<file path="config.mk">
export PLATFORM = sky130hd
export DESIGN_NAME = serial_adder_ctrl_flat
export DESIGN_NICKNAME = d
export VERILOG_FILES = /design/src/rtl/serial_adder_ctrl_if.sv /design/src/rtl/serial_adder_ctrl.sv /design/src/flat_wrapper.sv
export SDC_FILE = /design/constraint.sdc
export NUM_CORES = 1
export LEC_CHECK = 0
export CORE_MARGIN = 2
export CORE_UTILIZATION = 45
export DETAILED_ROUTE_END_ITERATION = 8
export GPL_TIMING_DRIVEN = 0
export PLACE_DENSITY = 0.82
export SLEW_MARGIN = 20
export SYNTH_ARGS = -nofsm -noshare
export SYNTH_HDL_FRONTEND = slang
export SYNTH_SLANG_ARGS = --single-unit
</file>
<file path="constraint.sdc">
create_clock -name clk -period 1.47 [get_ports clk]
set_input_delay 0.441 -clock clk [delete_from_list [all_inputs] [get_ports clk]]
set_output_delay 0.441 -clock clk [all_outputs]
set_load 0.02 [all_outputs]
</file>
<file path="src/rtl/serial_adder_ctrl_if.sv">
// ----------------------------------------------------------------------------
// serial_adder_ctrl_if : start/result handshake bundle for serial_adder_ctrl
// Revision: 1.0
// ----------------------------------------------------------------------------
`default_nettype none

interface serial_adder_ctrl_if #(
  parameter int WIDTH = 8
);
  logic             start_valid;
  logic             start_ready;
  logic [WIDTH-1:0] A;
  logic [WIDTH-1:0] B;
  logic             Cin;
  logic             res_valid;
  logic             res_ready;
  logic [WIDTH-1:0] Sum;
  logic             Cout;
  logic             busy;

  modport master (
    output start_valid, A, B, Cin, res_ready,
    input  start_ready, res_valid, Sum, Cout, busy
  );

  modport slave (
    input  start_valid, A, B, Cin, res_ready,
    output start_ready, res_valid, Sum, Cout, busy
  );
endinterface

`default_nettype wire

</file>
<file path="src/rtl/serial_adder_ctrl.sv">
// ----------------------------------------------------------------------------
// serial_adder_ctrl : bit-serial WIDTH-bit adder, one full_adder reused per bit
// Revision: 1.0
// ----------------------------------------------------------------------------
`default_nettype none

module full_adder (
  input  wire logic a,
  input  wire logic b,
  input  wire logic cin,
  output logic      sum,
  output logic      cout
);
  assign sum  = a ^ b ^ cin;
  assign cout = (a & b) | (cin & (a ^ b));
endmodule

module serial_adder_ctrl #(
  parameter int WIDTH = 8
) (
  input  wire logic          clk,
  input  wire logic          rst_n,
  serial_adder_ctrl_if.slave bus
);
  localparam int CW = $clog2(WIDTH) + 1;

  localparam logic [1:0] S_IDLE = 2'd0;
  localparam logic [1:0] S_RUN  = 2'd1;
  localparam logic [1:0] S_DONE = 2'd2;

  logic [1:0]       r_state;
  logic [1:0]       w_next_state;
  logic [WIDTH-1:0] r_a_sr;
  logic [WIDTH-1:0] r_b_sr;
  logic [WIDTH-1:0] r_s_sr;
  logic [WIDTH-1:0] w_s_next;
  logic [WIDTH-1:0] r_sum;
  logic             r_cout;
  logic             r_carry;
  logic [CW-1:0]    r_cnt;
  logic             w_fa_sum;
  logic             w_fa_cout;
  logic             w_accept;
  logic             w_last;
  logic             w_start_ready;
  logic             w_busy;
  logic             w_res_valid;

  full_adder u_fa (
    .a    (r_a_sr[0]),
    .b    (r_b_sr[0]),
    .cin  (r_carry),
    .sum  (w_fa_sum),
    .cout (w_fa_cout)
  );

  assign w_accept = bus.start_valid && (r_state == S_IDLE);
  assign w_last   = (r_state == S_RUN) && (r_cnt == CW'(WIDTH - 1));

  always_ff @(posedge clk or negedge rst_n) begin
    if (!rst_n) begin
      r_state <= S_IDLE;
    end else begin
      r_state <= w_next_state;
    end
  end

  always_comb begin
    w_next_state = r_state;
    case (r_state)
      S_IDLE:  if (w_accept) w_next_state = S_RUN;
      S_RUN:   if (w_last) w_next_state = S_DONE;
      S_DONE:  if (bus.res_ready) w_next_state = S_IDLE;
      default: w_next_state = S_IDLE;
    endcase
  end

  always_comb begin
    w_start_ready = (r_state == S_IDLE);
    w_busy        = (r_state != S_IDLE);
    w_res_valid   = (r_state == S_DONE);
  end

  // Sum bit enters at the MSB; after WIDTH shifts bit 0 of the operation lands in bit 0.
  always_comb begin
    w_s_next            = r_s_sr >> 1;
    w_s_next[WIDTH-1]   = w_fa_sum;
  end

  always_ff @(posedge clk or negedge rst_n) begin
    if (!rst_n) begin
      r_a_sr  <= '0;
      r_b_sr  <= '0;
      r_s_sr  <= '0;
      r_carry <= 1'b0;
      r_cnt   <= '0;
      r_sum   <= '0;
      r_cout  <= 1'b0;
    end else if (w_accept) begin
      r_a_sr  <= bus.A;
      r_b_sr  <= bus.B;
      r_carry <= bus.Cin;
      r_cnt   <= '0;
    end else if (r_state == S_RUN) begin
      r_a_sr  <= r_a_sr >> 1;
      r_b_sr  <= r_b_sr >> 1;
      r_s_sr  <= w_s_next;
      r_carry <= w_fa_cout;
      r_cnt   <= r_cnt + CW'(1);
      if (w_last) begin
        r_sum  <= w_s_next;
        r_cout <= w_fa_cout;
      end
    end
  end

  assign bus.start_ready = w_start_ready;
  assign bus.busy        = w_busy;
  assign bus.res_valid   = w_res_valid;
  assign bus.Sum         = r_sum;
  assign bus.Cout        = r_cout;
endmodule

`default_nettype wire
</file>
<file path="src/flat_wrapper.sv">
// flat-port wrapper written by rule: the top's interface ports become plain ports
module serial_adder_ctrl_flat 
#(
  parameter int WIDTH = 8
)
  (clk, rst_n, bus_start_valid, bus_A, bus_B, bus_Cin, bus_res_ready, bus_start_ready, bus_res_valid, bus_Sum, bus_Cout, bus_busy);
  serial_adder_ctrl_if #(.WIDTH(WIDTH)) bus_i ();
  input  wire logic clk;
  input  wire logic rst_n;
  input wire logic [$bits(bus_i.start_valid)-1:0] bus_start_valid;
  input wire logic [$bits(bus_i.A)-1:0] bus_A;
  input wire logic [$bits(bus_i.B)-1:0] bus_B;
  input wire logic [$bits(bus_i.Cin)-1:0] bus_Cin;
  input wire logic [$bits(bus_i.res_ready)-1:0] bus_res_ready;
  output wire logic [$bits(bus_i.start_ready)-1:0] bus_start_ready;
  output wire logic [$bits(bus_i.res_valid)-1:0] bus_res_valid;
  output wire logic [$bits(bus_i.Sum)-1:0] bus_Sum;
  output wire logic [$bits(bus_i.Cout)-1:0] bus_Cout;
  output wire logic [$bits(bus_i.busy)-1:0] bus_busy;
  assign bus_i.start_valid = bus_start_valid;
  assign bus_i.A = bus_A;
  assign bus_i.B = bus_B;
  assign bus_i.Cin = bus_Cin;
  assign bus_i.res_ready = bus_res_ready;
  assign bus_start_ready = bus_i.start_ready;
  assign bus_res_valid = bus_i.res_valid;
  assign bus_Sum = bus_i.Sum;
  assign bus_Cout = bus_i.Cout;
  assign bus_busy = bus_i.busy;
  serial_adder_ctrl #(.WIDTH(WIDTH)) u_core (.clk(clk), .rst_n(rst_n), .bus(bus_i));
endmodule
</file>
==> results.txt, run 1 <==
The number of antenna violations at the first check in global routing is 0. The deepest clock path buffer count is 2. The count of yosys warnings during synthesis came out at 0. The synthesized instance count came out at 153. The checks that failed: setup timing. The number of cells on the worst reg-to-reg path is 5.

CTS placed an instance of sky130_fd_sc_hd__clkbuf_4 at the clock tree root. The worst slew margin relative to its limit is 0.726. The top-area cell type share of the netlist area came out at 0.599. The fraction of synthesis flops using an asynchronous set or reset pin is 1.00.

Across the run, the number of max-cap violations was 0. The smallest setup slack after layout is -0.175 ns. The final cell count without fillers is 254. By area the synthesized netlist is led by sky130_fd_sc_hd__dfrtp_1 (60%), sky130_fd_sc_hd__nand2_1 (14%), sky130_fd_sc_hd__a22oi_1 (6.9%). The number of library cell types mapped by synthesis came out at 23. The area enclosed by the die boundary is 0.00412 mm².

The vertical die dimension is 64.2 µm. From synthesis to final layout, the design area changed by 38.5%. Counting tap cells, the placed design contains a total of 232 instances. In this run the power density over the cells is 1990 mW/mm². The mux share of post-synthesis cell area came out at 0.0684.

The clock transition at the registers of the reported paths came out at 0.11 ns. The mapped netlist covers 0.00163 mm². The most common cell in the synthesized netlist is sky130_fd_sc_hd__nand2_1.

The portion of the clock cycle consumed by the worst path in the final layout came out at 1.12. The xor/xnor share of the synthesized area is 0. The average cell area after synthesis is 10.6 µm². The post-synthesis net count is 176. The number of placement rows is 21.

The total I/O pin count is 33. The H-tree depth is 2. The post-detailed-route count of antenna-violating nets came out at 0. The simple logic cell fraction of the synthesized area is 0.194.

The final wirelength is 3.58 mm. The remaining global-route overflow came out at 0. The largest fanout on the critical path is 5. The estimated wirelength of the detail-placed design is 2.40 mm.

The achievable frequency is 608 MHz. sky130_fd_sc_hd__dfrtp_1 takes more of the synthesized area than any other cell. The number of stages on the worst hold path is 2. The TritonCTS clock tree is yes. The weighted congestion at the end of routability-driven global placement came out at 0.817. The area of all placed cells without fillers is 0.00226 mm².

The via density per instance came out at 5.15. The leakage power came out at 1.14 nW. The part of the Yosys area used for sequential elements came out at 0.599. STA classifies the critical path endpoint as a primary output. STA classifies the critical path startpoint as a flip-flop. The worst setup path is of the reg2out kind. The layout cell share with drive strength beyond 1 came out at 0.303. The actual transition at the worst max-transition pin came out at 0.410 ns. Measured along the x axis, the die boundary spans 64.2 µm. The overall global routing resource usage came out at 0.193.

The register-to-register path setup slack is 0.03 ns. Summing over every cut layer, the via total after detailed routing is 1,308. The required time of the critical path is 1.03 ns. In this run the tool buffered the top-level ports with 32 buffer cells. 0 antenna diodes ended up in the layout.

The number of enable flip-flop cells after synthesis is 0. By count the netlist is led by sky130_fd_sc_hd__nand2_1 (61), sky130_fd_sc_hd__dfrtp_1 (39), sky130_fd_sc_hd__a22oi_1 (15). The clock net in this run drives a total of 39 sinks. The most instantiated flip-flop cell in the synthesis netlist is sky130_fd_sc_hd__dfrtp_1. The via count of the first global-routing pass is 1,322.

The compound-gate portion of the synthesized area is 0.0968. The later pin in the worst-skew pair is clocked with a latency of 0.34 ns. STA puts the critical path data arrival time at 1.20 ns. The net count of the finished layout is 230. The tightest min-delay check is of the reg2reg type.

The endpoint of the worst register-to-register path is u_core.bus.Cout. The worst reg2reg path startpoint is u_core.r_state[0]. Setup repair after global routing could not meet its margin everywhere. The number of iterations in the first detailed-routing pass is 4. The start point of the worst min-delay path is u_core.r_a_sr[5].

After synthesis, the largest family of logic cells by area is simple AND/OR/NAND/NOR gates. The max-slew violation total from the final report is 0. The effective utilization at floorplan came out at 0.477. The maximum number of pins on one net before global-route repair is 25. The count of endpoints failing setup in the final report came out at 7.

The adder-cell share of the synthesized area is 0.0200. The number of design-rule violations left by the first detailed-router iteration came out at 42. The number of buffers added by the clock tree synthesis step is 5. The average routed wire per standard cell is 14.1 µm. The worst hold path terminates at u_core.r_a_sr[5]. The clock skew after layout is 0.0120 ns. The run finished, with violations left.

The worst path in the final design needs a cycle of 1.64 ns, including I/O delays and setup. The count of final hold-check violations is 0. The worst IR drop on VDD is 1.15 mV. The post-placement cell area is 0.00203 mm².

The global-route wire length before repair came out at 5.97 mm. The number of DRC violations after detailed routing came out at 0. The standard cell core area is 0.00342 mm².

The total of flip-flops plus latches after synthesis is 39.
==> layer usage <==
layer  wire length [µm]  global-route usage  share of wire
met1               1420               0.230           0.40
met4                  0              0.0559              0
met5                  0                   0              0
met3                219              0.0792          0.061
met2               1940               0.320           0.54
==> worst max-delay path by stage <==
stage / slack [ns] / end / cells after the start / from
finish: -0.17 / bus_start_ready / 3 / u_core.r_state[0]
global route: -0.25 / bus_start_ready / 3 / u_core.r_state[0]
global placement: -0.86 / u_core.r_b_sr[2] / 1 / rst_n
detailed placement: -0.50 / u_core.r_b_sr[6] / 5 / bus_start_valid
floorplan: 0.04 / u_core.bus.Cout / 4 / u_core.r_cnt[0]
CTS: -0.19 / bus_start_ready / 3 / u_core.r_state[0]
==> sequential cells by signal, indices dropped and copies added (netlist names) <==
name / flops
u_core.bus.Sum: 8
u_core.r_a_sr: 8
u_core.r_b_sr: 8
u_core.r_s_sr: 7
u_core.r_cnt: 4
u_core.r_state: 2
u_core.bus.Cout: 1
u_core.r_carry: 1
==> where the power goes <==
part           total (mW)  internal (mW)  leakage (nW)  switching [mW]
logic                2.06          0.996         0.606            1.06
clock network       0.610          0.282        0.0386           0.328
registers            1.83           1.52         0.498           0.303
==> metrics by stage <==
stage / hold slack (ns) / util / total power, mW / TNS [ns] / setup WS [ns]
finish: 0.502 / 0.660 / 4.49 / -0.531 / -0.175
global placement: 0.456 / 0.589 / 3.44 / -41.94 / -0.857
global route: 0.522 / 0.660 / 4.83 / -0.691 / -0.246
CTS: 0.0122 / 0.664 / 4.42 / -0.878 / -0.189
detailed placement: 0.388 / 0.596 / 3.57 / -10.40 / -0.505
floorplan: 0.145 / - / 2.91 / 0 / 0.0443
==> cells by family after synthesis <==
kind of cell	count (synthesis)
muxes	10
DFF	39
and+or+nand+nor	72
adders and majority gates	2
buffers and inverters	8
AOI/OAI and AO/OA	22
==> final cells by class <==
class	count	area [µm²]
buffer	5	36.3
timing repair buffer	48	414
clock buffer	8	68.8
sequential	39	978
tap	46	57.6
inverter	2	7.51
fill	281	1160
multi-input combinational	106	693
==> placed cells by master (no fill, tap or decap), types with 2 or more instances in the layout <==
master and n:
sky130_fd_sc_hd__buf_2 10, sky130_fd_sc_hd__clkbuf_8 2, sky130_fd_sc_hd__nand2_1 60, sky130_fd_sc_hd__mux2_4 9, sky130_fd_sc_hd__clkbuf_1 2, sky130_fd_sc_hd__clkbuf_2 3, sky130_fd_sc_hd__clkbuf_4 5, sky130_fd_sc_hd__dfrtp_2 2
sky130_fd_sc_hd__o21ai_0 3, sky130_fd_sc_hd__buf_6 5, sky130_fd_sc_hd__nand3_1 3, sky130_fd_sc_hd__a22oi_2 2, sky130_fd_sc_hd__buf_4 13, sky130_fd_sc_hd__a22oi_1 13, sky130_fd_sc_hd__clkdlybuf4s50_1 19, sky130_fd_sc_hd__dfrtp_1 37
==> what timing repair did <==
action / 4_1_cts / 5_1_grt
cloned: 1 / 0
endpoints found under the hold margin: 0 / 8
endpoints found under the setup margin: 33 / 32
hold buffers: 0 / 1
pin swaps: 1 / 2
setup buffers: 11 / 4
gates resized for setup: 53 / 24
==> critical path, stage by stage (launching register included) <==
cell and delay [ns]:
sky130_fd_sc_hd__dfrtp_2 0.45, sky130_fd_sc_hd__or2_4 0.26, sky130_fd_sc_hd__inv_2 0.06, sky130_fd_sc_hd__buf_6 0.11
Power figures use the tool's default switching activity.
==> inputs of run 2 (changes only) <==
==> constraint.sdc (replaced) <==
create_clock -name clk -period 1.47 [get_ports clk]
set_input_delay 0.294 -clock clk [delete_from_list [all_inputs] [get_ports clk]]
set_output_delay 0.294 -clock clk [all_outputs]
set_load 0.02 [all_outputs]
==> run 2 against run 1 <==
The run still ends with setup timing left. Final cell count increased by 1.2%. Register-to-register slack got worse by 0.09 ns. Combinational power about the same. Cell area increased by 2.3%. Fmax increased by 7.2%. Largest cell class unchanged. Highest routed layer is now met4.
==> results.txt, run 2 (synthesized netlist as in run 1, its figures left out) <==
The critical path is of the reg2reg type. The root buffer selected by CTS is sky130_fd_sc_hd__clkbuf_4. The post-layout net count is 233.

Leaving out fill and tap cells, the most frequent cell in the layout is sky130_fd_sc_hd__nand2_1. The maximum number of pins on one net before global-route repair is 25. Headroom to the max-slew limit came out at 0.723.

The standard cell core area is 0.00342 mm². The flow ran to the end, but the final reports show violations. The post-placement cell area came out at 0.00203 mm².

The number of clock buffers added by TritonCTS is 5. The type of element capturing the critical path is a flip-flop. The area enclosed by the die boundary came out at 0.00412 mm². The portion of the clock cycle consumed by the worst path in the final layout is 1.04. The layout cell share with drive strength beyond 1 is 0.256. The total I/O pin count came out at 33. The checks that failed: setup timing. The smallest setup slack after layout came out at -0.0637 ns. The synthesis-to-layout area growth came out at 41.7%. The TritonCTS clock tree is yes. The first global-routing pass estimated 5.96 mm of wire.

The H-tree depth came out at 2. The deepest clock path buffer count came out at 2. The number of iterations in the first detailed-routing pass is 4. The number of design-rule violations left by the first detailed-router iteration is 84.

IR analysis of the VDD net gives a maximum drop of 1.16 mV. The final wirelength is 3.59 mm. Leaving out filler cells and counting taps, the final layout contains 257. The total overflow left after global routing is 0. The clock reaches the later pin of the worst-skew pair after 0.34 ns. The antenna diode instance count is 0. The number of clock sinks came out at 39.

The power density of the placed cells is 1940 mW/mm². The leakage power came out at 1.17 nW. The top cell types in the final layout, fill and taps aside, are sky130_fd_sc_hd__nand2_1 (60), sky130_fd_sc_hd__dfrtp_1 (37), sky130_fd_sc_hd__clkdlybuf4s50_1 (19), sky130_fd_sc_hd__a22oi_1 (15), sky130_fd_sc_hd__buf_4 (14). The achievable frequency came out at 652 MHz.

The shortest period the worst path allows is 1.53 ns. The worst hold path class is in2async. Of all nets on the critical path, the largest fanout is 6. Setup repair after global routing could not meet its margin everywhere. The clock skew after layout came out at 0.00914 ns. For the worst setup path, the data required time is 1.70 ns.

The max-slew violation total from the final report came to 0. The clock transition at the registers of the reported paths came out at 0.12 ns. The vertical die dimension is 64.2 µm. The number of vias after detailed routing is 1,321. The number of antenna violations at the first check in global routing is 0. The initialized floorplan defines 21 standard-cell rows. The post-placement setup slack is -0.358 ns. The overall global routing resource usage came out at 0.192. The signal arrival time at the worst endpoint is 1.76 ns. Setup violations remaining at the end of the flow were counted as 11.

Hold timing on the final database bottoms out at a slack of 0.396 ns. The estimated wirelength of the detail-placed design is 2.40 mm. The area of all placed cells without fillers is 0.00231 mm². The depth of the worst register-to-register path came out at 6.

The via density per instance is 5.14. In the routed design, unresolved DRC markers number 0. The post-detailed-route count of antenna-violating nets is 0.

The via count of the first global-routing pass came out at 1,330. The actual transition at the worst max-transition pin is 0.415 ns. The count of final hold-check violations was 0. The reported max-cap violation count is 0. The effective utilization at floorplan is 0.477. The final setup TNS came out at -0.539 ns. The number of port buffers came out at 32. The x dimension of the die is 64.2 µm.

At the end of routability-driven placement, the weighted congestion stood at 0.817. The average routed wire per standard cell is 14.0 µm. STA classifies the critical path startpoint as a flip-flop. In this run, placement finished with an instance count of 232.
-- run 2: cell types whose count changed in the layout (fill, tap and decap cells not counted), moves of 3 or more --
cell,delta
sky130_fd_sc_hd__buf_2,-7
sky130_fd_sc_hd__clkbuf_2,-3
sky130_fd_sc_hd__clkbuf_4,+3
sky130_fd_sc_hd__dlygate4sd2_1,+9
sky130_fd_sc_hd__mux2_2,+5
sky130_fd_sc_hd__mux2_4,-5
-- run 2: routing by layer --
metal	vias to the layer above	wire length, µm	global-route usage
li1	631	-	-
met1	650	1470	0.228
met2	36	1900	0.322
met3	4	173	0.0775
met4	0	43	0.0559
met5	-	0	0
-- run 2: where the power goes --
part	switching (mW)	internal (mW)	total [mW]	leakage (nW)
logic	1.04	0.993	2.04	0.634
clock network	0.332	0.282	0.613	0.0386
registers	0.300	1.52	1.82	0.498
-- run 2: final timing paths --
path                                   startpoint                 to  slack, ns
worst max register to register  u_core.r_state[0]    u_core.bus.Cout      -0.06
worst min register to register   u_core.r_b_sr[1]   u_core.r_b_sr[1]       0.50
max in group asynchronous                   rst_n  u_core.r_state[1]       0.61
worst max-delay path            u_core.r_state[0]    u_core.bus.Cout      -0.06
min in group clk                 u_core.r_b_sr[1]   u_core.r_b_sr[1]       0.50
worst min-delay path                        rst_n  u_core.bus.Sum[2]       0.40
-- run 2: layout make-up --
type / instances / area (µm²)
inverters: 2 / 7.51
clock buffers: 8 / 68.8
flip-flops and latches: 39 / 978
fillers: 273 / 1110
plain buffers: 6 / 38.8
repair buffers: 50 / 495
well taps: 46 / 57.6
multi-input cells: 106 / 662
-- run 2: repair_timing --
action                                  4_1_cts  5_1_grt
pin swaps                                     1        3
gates cloned                                  1        0
endpoints found under the setup margin       33       28
endpoints found under the hold margin        15        0
buffers inserted                             10        5
gates resized for setup                      36        9
hold buffers                                  1        0
-- run 2: metrics by stage --
step	power (mW)	util
finish	4.47	0.676
global route	4.81	0.676
CTS	4.35	0.658
detailed placement	3.57	0.596
global placement	3.44	0.589
floorplan	2.91	-
-- run 2: worst max-delay path, cell delays in order, from the launching register on --
cell	delay, ns
sky130_fd_sc_hd__dfrtp_2	0.42
sky130_fd_sc_hd__buf_4	0.15
sky130_fd_sc_hd__nand2b_4	0.07
sky130_fd_sc_hd__nor3_4	0.23
sky130_fd_sc_hd__buf_6	0.14
sky130_fd_sc_hd__buf_12	0.10
sky130_fd_sc_hd__mux2_2	0.32
